## src/rtl/alu_issue_stage.sv

```systemverilog
// alu_issue_stage: MIPS R/I-type decode and issue into the ID/EX register feeding the ALU.
// Define ISSUE_ILLEGAL_TRAP_EN to add the illegalInstr trap output for unsupported words.
module alu_issue_stage #(
    parameter int NUM_REGS = 32,
    parameter int DATA_W   = 32
) (
    input  logic              clk,
    input  logic              rst,
    input  logic              instValid,
    output logic              instReady,
    input  logic [31:0]       instWord,
    output logic              exValid,
    output logic [1:0]        exAluOp,
    output logic [5:0]        exFunct,
    output logic [4:0]        exShamt,
    output logic [5:0]        exOpCode,
    output logic [DATA_W-1:0] exInput1,
    output logic [DATA_W-1:0] exInput2,
    output logic [4:0]        exDest,
    input  logic              wbEn,
    input  logic [4:0]        wbAddr,
    input  logic [DATA_W-1:0] wbData,
    input  logic              aluOverflow
`ifdef ISSUE_ILLEGAL_TRAP_EN
    ,
    output logic              illegalInstr
`endif
);

    typedef struct packed {
        logic [1:0]        alu_op;
        logic [5:0]        funct;
        logic [4:0]        shamt;
        logic [5:0]        op;
        logic [DATA_W-1:0] in1;
        logic [DATA_W-1:0] in2;
        logic [4:0]        dest;
    } ex_t;

    logic [DATA_W-1:0] rf_q [NUM_REGS];
    logic [DATA_W-1:0] rf_d [NUM_REGS];
    logic [NUM_REGS-1:0] pend_q, pend_d;
    ex_t  ex_q, ex_d;
    logic ex_valid_q, ex_valid_d;
    logic recover_q, recover_d;

    logic [5:0]  op, funct;
    logic [4:0]  rs, rt, rd, shamt;
    logic [15:0] imm;
    logic is_r, is_shift, is_addi, is_andi, supported;
    logic need_rs, need_rt, rs_byp, rt_byp, hazard, ovf, issue, trap_block;
    logic [DATA_W-1:0] rs_val, rt_val;

    assign op    = instWord[31:26];
    assign rs    = instWord[25:21];
    assign rt    = instWord[20:16];
    assign rd    = instWord[15:11];
    assign shamt = instWord[10:6];
    assign funct = instWord[5:0];
    assign imm   = instWord[15:0];

    always_comb begin
        is_r     = 1'b0;
        is_shift = 1'b0;
        if (op == 6'd0) begin
            case (funct)
                6'd0, 6'd2, 6'd3: begin
                    is_r     = 1'b1;
                    is_shift = 1'b1;
                end
                6'd32, 6'd34, 6'd36, 6'd37, 6'd42: is_r = 1'b1;
                default: ;
            endcase
        end
        is_addi   = (op == 6'd8);
        is_andi   = (op == 6'd12);
        supported = is_r | is_addi | is_andi;
        // Shifts take their operand from rt; rs is a don't-care for them.
        need_rs   = (is_r & ~is_shift) | is_addi | is_andi;
        need_rt   = is_r;
    end

    always_comb begin
        rs_byp = wbEn && (wbAddr == rs);
        rt_byp = wbEn && (wbAddr == rt);
        rs_val = rs_byp ? wbData : rf_q[rs];
        rt_val = rt_byp ? wbData : rf_q[rt];
        if (rs == 5'd0) rs_val = '0;
        if (rt == 5'd0) rt_val = '0;
    end

    assign ovf    = aluOverflow && ex_valid_q;
    assign hazard = (need_rs && pend_q[rs] && !rs_byp)
                  | (need_rt && pend_q[rt] && !rt_byp);
    assign instReady = !hazard && !recover_q && !ovf && !trap_block;
    assign issue     = instValid && instReady && supported;

    always_comb begin
        rf_d       = rf_q;
        pend_d     = pend_q;
        ex_d       = ex_q;
        ex_valid_d = issue;
        recover_d  = ovf;
        if (wbEn) begin
            pend_d[wbAddr] = 1'b0;
            if (wbAddr != 5'd0) rf_d[wbAddr] = wbData;
        end
        if (ovf) pend_d = '0;
        if (issue) begin
            ex_d.alu_op = is_addi ? 2'd0 : (is_andi ? 2'd1 : 2'd2);
            ex_d.funct  = is_r ? funct : 6'd0;
            ex_d.shamt  = shamt;
            ex_d.op     = op;
            ex_d.in1    = is_shift ? rt_val : rs_val;
            if (is_r)
                ex_d.in2 = rt_val;
            else if (is_addi)
                ex_d.in2 = {{(DATA_W-16){imm[15]}}, imm};
            else
                ex_d.in2 = {{(DATA_W-16){1'b0}}, imm};
            ex_d.dest   = is_r ? rd : rt;
            if (ex_d.dest != 5'd0) pend_d[ex_d.dest] = 1'b1;
        end
    end

    always_ff @(posedge clk) begin
        if (rst) begin
            for (int i = 0; i < NUM_REGS; i++) rf_q[i] <= '0;
            pend_q     <= '0;
            ex_q       <= '0;
            ex_valid_q <= 1'b0;
            recover_q  <= 1'b0;
        end else begin
            rf_q       <= rf_d;
            pend_q     <= pend_d;
            ex_q       <= ex_d;
            ex_valid_q <= ex_valid_d;
            recover_q  <= recover_d;
        end
    end

`ifdef ISSUE_ILLEGAL_TRAP_EN
    logic illegal_q, illegal_d, blocked_q, blocked_d;

    always_comb begin
        illegal_d = instValid && instReady && !supported;
        blocked_d = blocked_q | illegal_d;
    end

    always_ff @(posedge clk) begin
        if (rst) begin
            illegal_q <= 1'b0;
            blocked_q <= 1'b0;
        end else begin
            illegal_q <= illegal_d;
            blocked_q <= blocked_d;
        end
    end

    assign illegalInstr = illegal_q;
    assign trap_block   = blocked_q;
`else
    assign trap_block = 1'b0;
`endif

    assign exValid  = ex_valid_q;
    assign exAluOp  = ex_q.alu_op;
    assign exFunct  = ex_q.funct;
    assign exShamt  = ex_q.shamt;
    assign exOpCode = ex_q.op;
    assign exInput1 = ex_q.in1;
    assign exInput2 = ex_q.in2;
    assign exDest   = ex_q.dest;

endmodule

```

## config.mk

```make
export PLATFORM = sky130hd
export DESIGN_NAME = alu_issue_stage
export DESIGN_NICKNAME = d
export VERILOG_FILES = /design/src/rtl/alu_issue_stage.sv
export SDC_FILE = /design/constraint.sdc
export NUM_CORES = 2
export LEC_CHECK = 0
export ABC_AREA = 1
export CORE_MARGIN = 1.5
export CORE_UTILIZATION = 50
export CTS_CLUSTER_SIZE = 12
export DETAILED_ROUTE_END_ITERATION = 12
export PLACE_DENSITY = 0.7
export SYNTH_ARGS = -nofsm -noshare
export SYNTH_HDL_FRONTEND = slang
export SYNTH_SLANG_ARGS = --single-unit
```

## constraint.sdc

```tcl
create_clock -name clk -period 3.1 [get_ports clk]
set_clock_uncertainty 0.05 [all_clocks]
set_input_delay 0.31 -clock clk [delete_from_list [all_inputs] [get_ports clk]]
set_output_delay 0.31 -clock clk [all_outputs]
set_load 0.005 [all_outputs]
```

==> flow_summary_export.csv <==
group,metric,value,unit
grt,groute.layer.met1.usage,0.513,
floorplanning,die-width,346,microns
grt,use_met3,0.0906,
grt,global_route.usage.met2,0.568,
pwr,largest_vdd_supply_drop,0.000543,V
floorplanning,floorplan.initialDensity,0.506,
floorplanning,io_pins,164,
clocking,buffers_inserted_by_post_cts_timing_repair,0,
critical_path,path_common_cell,"sky130_fd_sc_hd__nand2_1",
placement,numPlacedInstances,9932,
critical_path,worst_ep_arrival_time,2600,ps
route,avg_vias_per_cell,6.41,
critical_path,critical-path-max-stage-delay,440,ps
cells_and_area,post_layout_nonfiller_instances,10200,
route,num_vias,65200,
flow_run,total_of_max_cap_violations,0,
placement,io_buffers,163,
logic_synthesis,syn-instance-count,8836,
clocking,clock_sinks,1146,
grt,grt_usage,0.389,
clocking,clockBufferDepth,3,
grt,global_route.overflow_total,0,
logic_synthesis,number_of_warning_messages_in_the_yosys_log,0,
pwr,leakage,25.9,nW
logic_synthesis,synth-edff-count,0,
route,drt_first_pass_iters,8,
timing,timing.max_slew.rel_slack,0.186,
critical_path,rr_endpoint,"exAluOp[0]",
logic_synthesis,synth-seq-area-share,0.389,
floorplanning,floorplan.die.height,346,microns
timing,hold_slack,95.6,ps
route,sum_of_routed_wire_length_over_all_layers,244000,microns
timing,grt_setup_unrepaired,"no",
min_path,worst_hold_path_stage_count,3,
timing,fmaxAchievable,0.338,GHz
floorplanning,floorplan.die_area,0.120,sq mm
critical_path,start_kind,"primary input",
cells_and_area,layout.core_utilization,0.578,
grt,grt_most_used_layer,"met2",
clocking,numCtsBuffers,131,
grt,grt_first_pass_wirelength,363000,microns
timing,hold_viol,0,
timing,final_max_slew_viol_count,0,
logic_synthesis,synth_top_flop_cell,"sky130_fd_sc_hd__dfxtp_1",
logic_synthesis,synthesis.nets,8910,
grt,grt_start_max_net_pins,157,
clocking,cts.repair.resized,0,
floorplanning,rows,125,
route,route.detailed.wl_per_inst,23.9,microns
min_path,worst_hold_path.endpoint,"recover_q",
min_path,hold_path.class,"primary input to flip-flop",
timing,max_slew.worst_pin.slew,1220,ps
timing,final.period_utilization,0.953,
critical_path,regToRegSetupSlack,570,ps
pwr,power_total,35.6,mW
route,detail_route.iter0.violations,10300,
logic_synthesis,avgSynthCellArea,6.68,sq um
critical_path,timing.critical_path.fanout_max,7,
logic_synthesis,number_of_distinct_library_cell_variants_in_the_gate_level_netlist_after_synthesis,30,
critical_path,worst-setup-path-type,"primary input to output pin",
clocking,clock-root-buffer,"sky130_fd_sc_hd__clkbuf_16",
min_path,holdCritStartpoint,"aluOverflow",
logic_synthesis,synth-async-reset-ratio,0,
run_status,outcome,"completed",
timing,setup_viol_count_final,0,
critical_path,worst_r2r_startpoint,"pend_q[19]",
grt,antenna_found_initial,3,
logic_synthesis,yosys_register_bits,1146,
critical_path,critical-path-slowest-cell,"sky130_fd_sc_hd__clkdlybuf4s50_1",
floorplanning,coreArea,0.117,sq mm
clocking,cts_tree,"built",
route,drc,0,
logic_synthesis,syn_area,0.0590,sq mm
critical_path,ff2ff_path_depth,12,
cells_and_area,area_growth,14.1,%
critical_path,worst-endpoint-required,2740,ps
cells_and_area,drive_gt1_frac,0.0688,
cells_and_area,post-route-cell-area,0.0673,sq mm
cells_and_area,layout_common_cells,"sky130_fd_sc_hd__o21ai_0, sky130_fd_sc_hd__a21oi_1, sky130_fd_sc_hd__dfxtp_1, sky130_fd_sc_hd__nand2_1, sky130_fd_sc_hd__nand3_1",
grt,grt_pass1_vias,58100,
clocking,cts.clk_slew.worst_paths,60,ps
critical_path,setup.worst_path.end_class,"output pin",
clocking,clk_latency,770,ps
clocking,htreeDepth,4,
cells_and_area,final_common_cell,"sky130_fd_sc_hd__o21ai_0",
placement,gpl.final_weighted_congestion,1.05,
placement,dp_hpwl,141000,microns
pwr,p_per_area,529,mW/mm^2
timing,period_needed,2960,ps
critical_path,crit_path_cell_trace,"clkdlybuf4s50_1 -> nor2_1 -> nand2_1 -> nor3_1 -> buf_4 -> nand2_1 -> nand2_2 -> nand2_1 -> inv_2 -> nand3_1 -> inv_2 -> nor2_8 -> clkdlybuf4s50_1",
route,postRouteAntennaNets,0,
cells_and_area,nets,8616,
placement,dpl-instance-area,0.0629,sq mm
[worst max path at each step]
stage | startpoint | to | slack [ps] | cells past startpoint
after global routing | instWord[31] | instReady | 30 | 13
after floorplan | instWord[17] | exInput2[5] | 1020 | 18
after CTS | instWord[31] | instReady | 150 | 13
after detailed placement | wbAddr[4] | exDest[2] | -10 | 13
after global placement | wbAddr[2] | exAluOp[1] | -30 | 13
final | instWord[31] | instReady | 140 | 13
[sequential cells by signal, summed over array words and instances, names as in the netlist]
register	count
exValid	1
exFunct	6
exAluOp	2
rf_q	1024
exShamt	5
pend_q	32
recover_q	1
exInput2	32
exOpCode	6
exInput1	32
exDest	5
[what timing repair did]
item                                    4_1_cts  5_1_grt
hold endpoints to repair                     12        0
hold buffers                                  1        0
endpoints found under the setup margin        0        0
[cell families after synthesis]
kind of cell / Yosys count / synth area share
and+or+nand+nor: 2384 / 0.170
buffers and inverters: 1512 / 0.101
DFF: 1146 / 0.389
xor gates and xnor gates: 1 / 0.000148
AOI/OAI and AO/OA: 3793 / 0.340
[cell type report]
cell class              count  area (sq um)
diodes                      2          5.00
clock buffers             197          3870
clock inverters            38           587
fillers                 10800         49200
inverters                 610          2320
multi-input cells        6178         30400
flip-flops and latches   1146         22900
well taps                1524          1910
repair buffers            475          5320
[critical path, delay by kind of cell]
kind          cells  cell delay (ps)
buf+inv           5             1210
simple gates      8             1060
[power by group]
group          internal (mW)  total [mW]  switching, mW
sequential              14.9        15.0          0.116
combinational           1.26        4.36           3.10
clock                   9.47        16.2           6.76
[cells in the mapped netlist (20+ instances only)]
| cell type | count | area [sq um] |
|---|---|---|
| sky130_fd_sc_hd__inv_2 | 20 | 75.1 |
| sky130_fd_sc_hd__nand3_1 | 729 | 3650 |
| sky130_fd_sc_hd__clkbuf_1 | 642 | 2410 |
| sky130_fd_sc_hd__nor2_1 | 496 | 1860 |
| sky130_fd_sc_hd__buf_1 | 77 | 289 |
| sky130_fd_sc_hd__a21oi_1 | 1547 | 7740 |
| sky130_fd_sc_hd__o211ai_1 | 418 | 3140 |
| sky130_fd_sc_hd__nand2_1 | 1094 | 4110 |
| sky130_fd_sc_hd__nand4_1 | 33 | 206 |
| sky130_fd_sc_hd__o21ai_0 | 1806 | 9040 |
| sky130_fd_sc_hd__inv_1 | 587 | 2200 |
| sky130_fd_sc_hd__dfxtp_1 | 1146 | 22900 |
| sky130_fd_sc_hd__buf_2 | 175 | 876 |
[routing by layer]
layer | part of all wire | wire (microns)
met2 | 0.41 | 101000
met1 | 0.38 | 93200
met3 | 0.13 | 32100
met5 | 0.00011 | 28
met4 | 0.072 | 17400
[per-stage QoR]
step | setup TNS, ps | worst slack, ps
after global placement | -157 | -28.6
after floorplan | 0 | 1020
after global routing | 0 | 27.2
final | 0 | 145
after detailed placement | -25.4 | -11.5
after CTS | 0 | 150
Power figures use the tool's default switching activity.
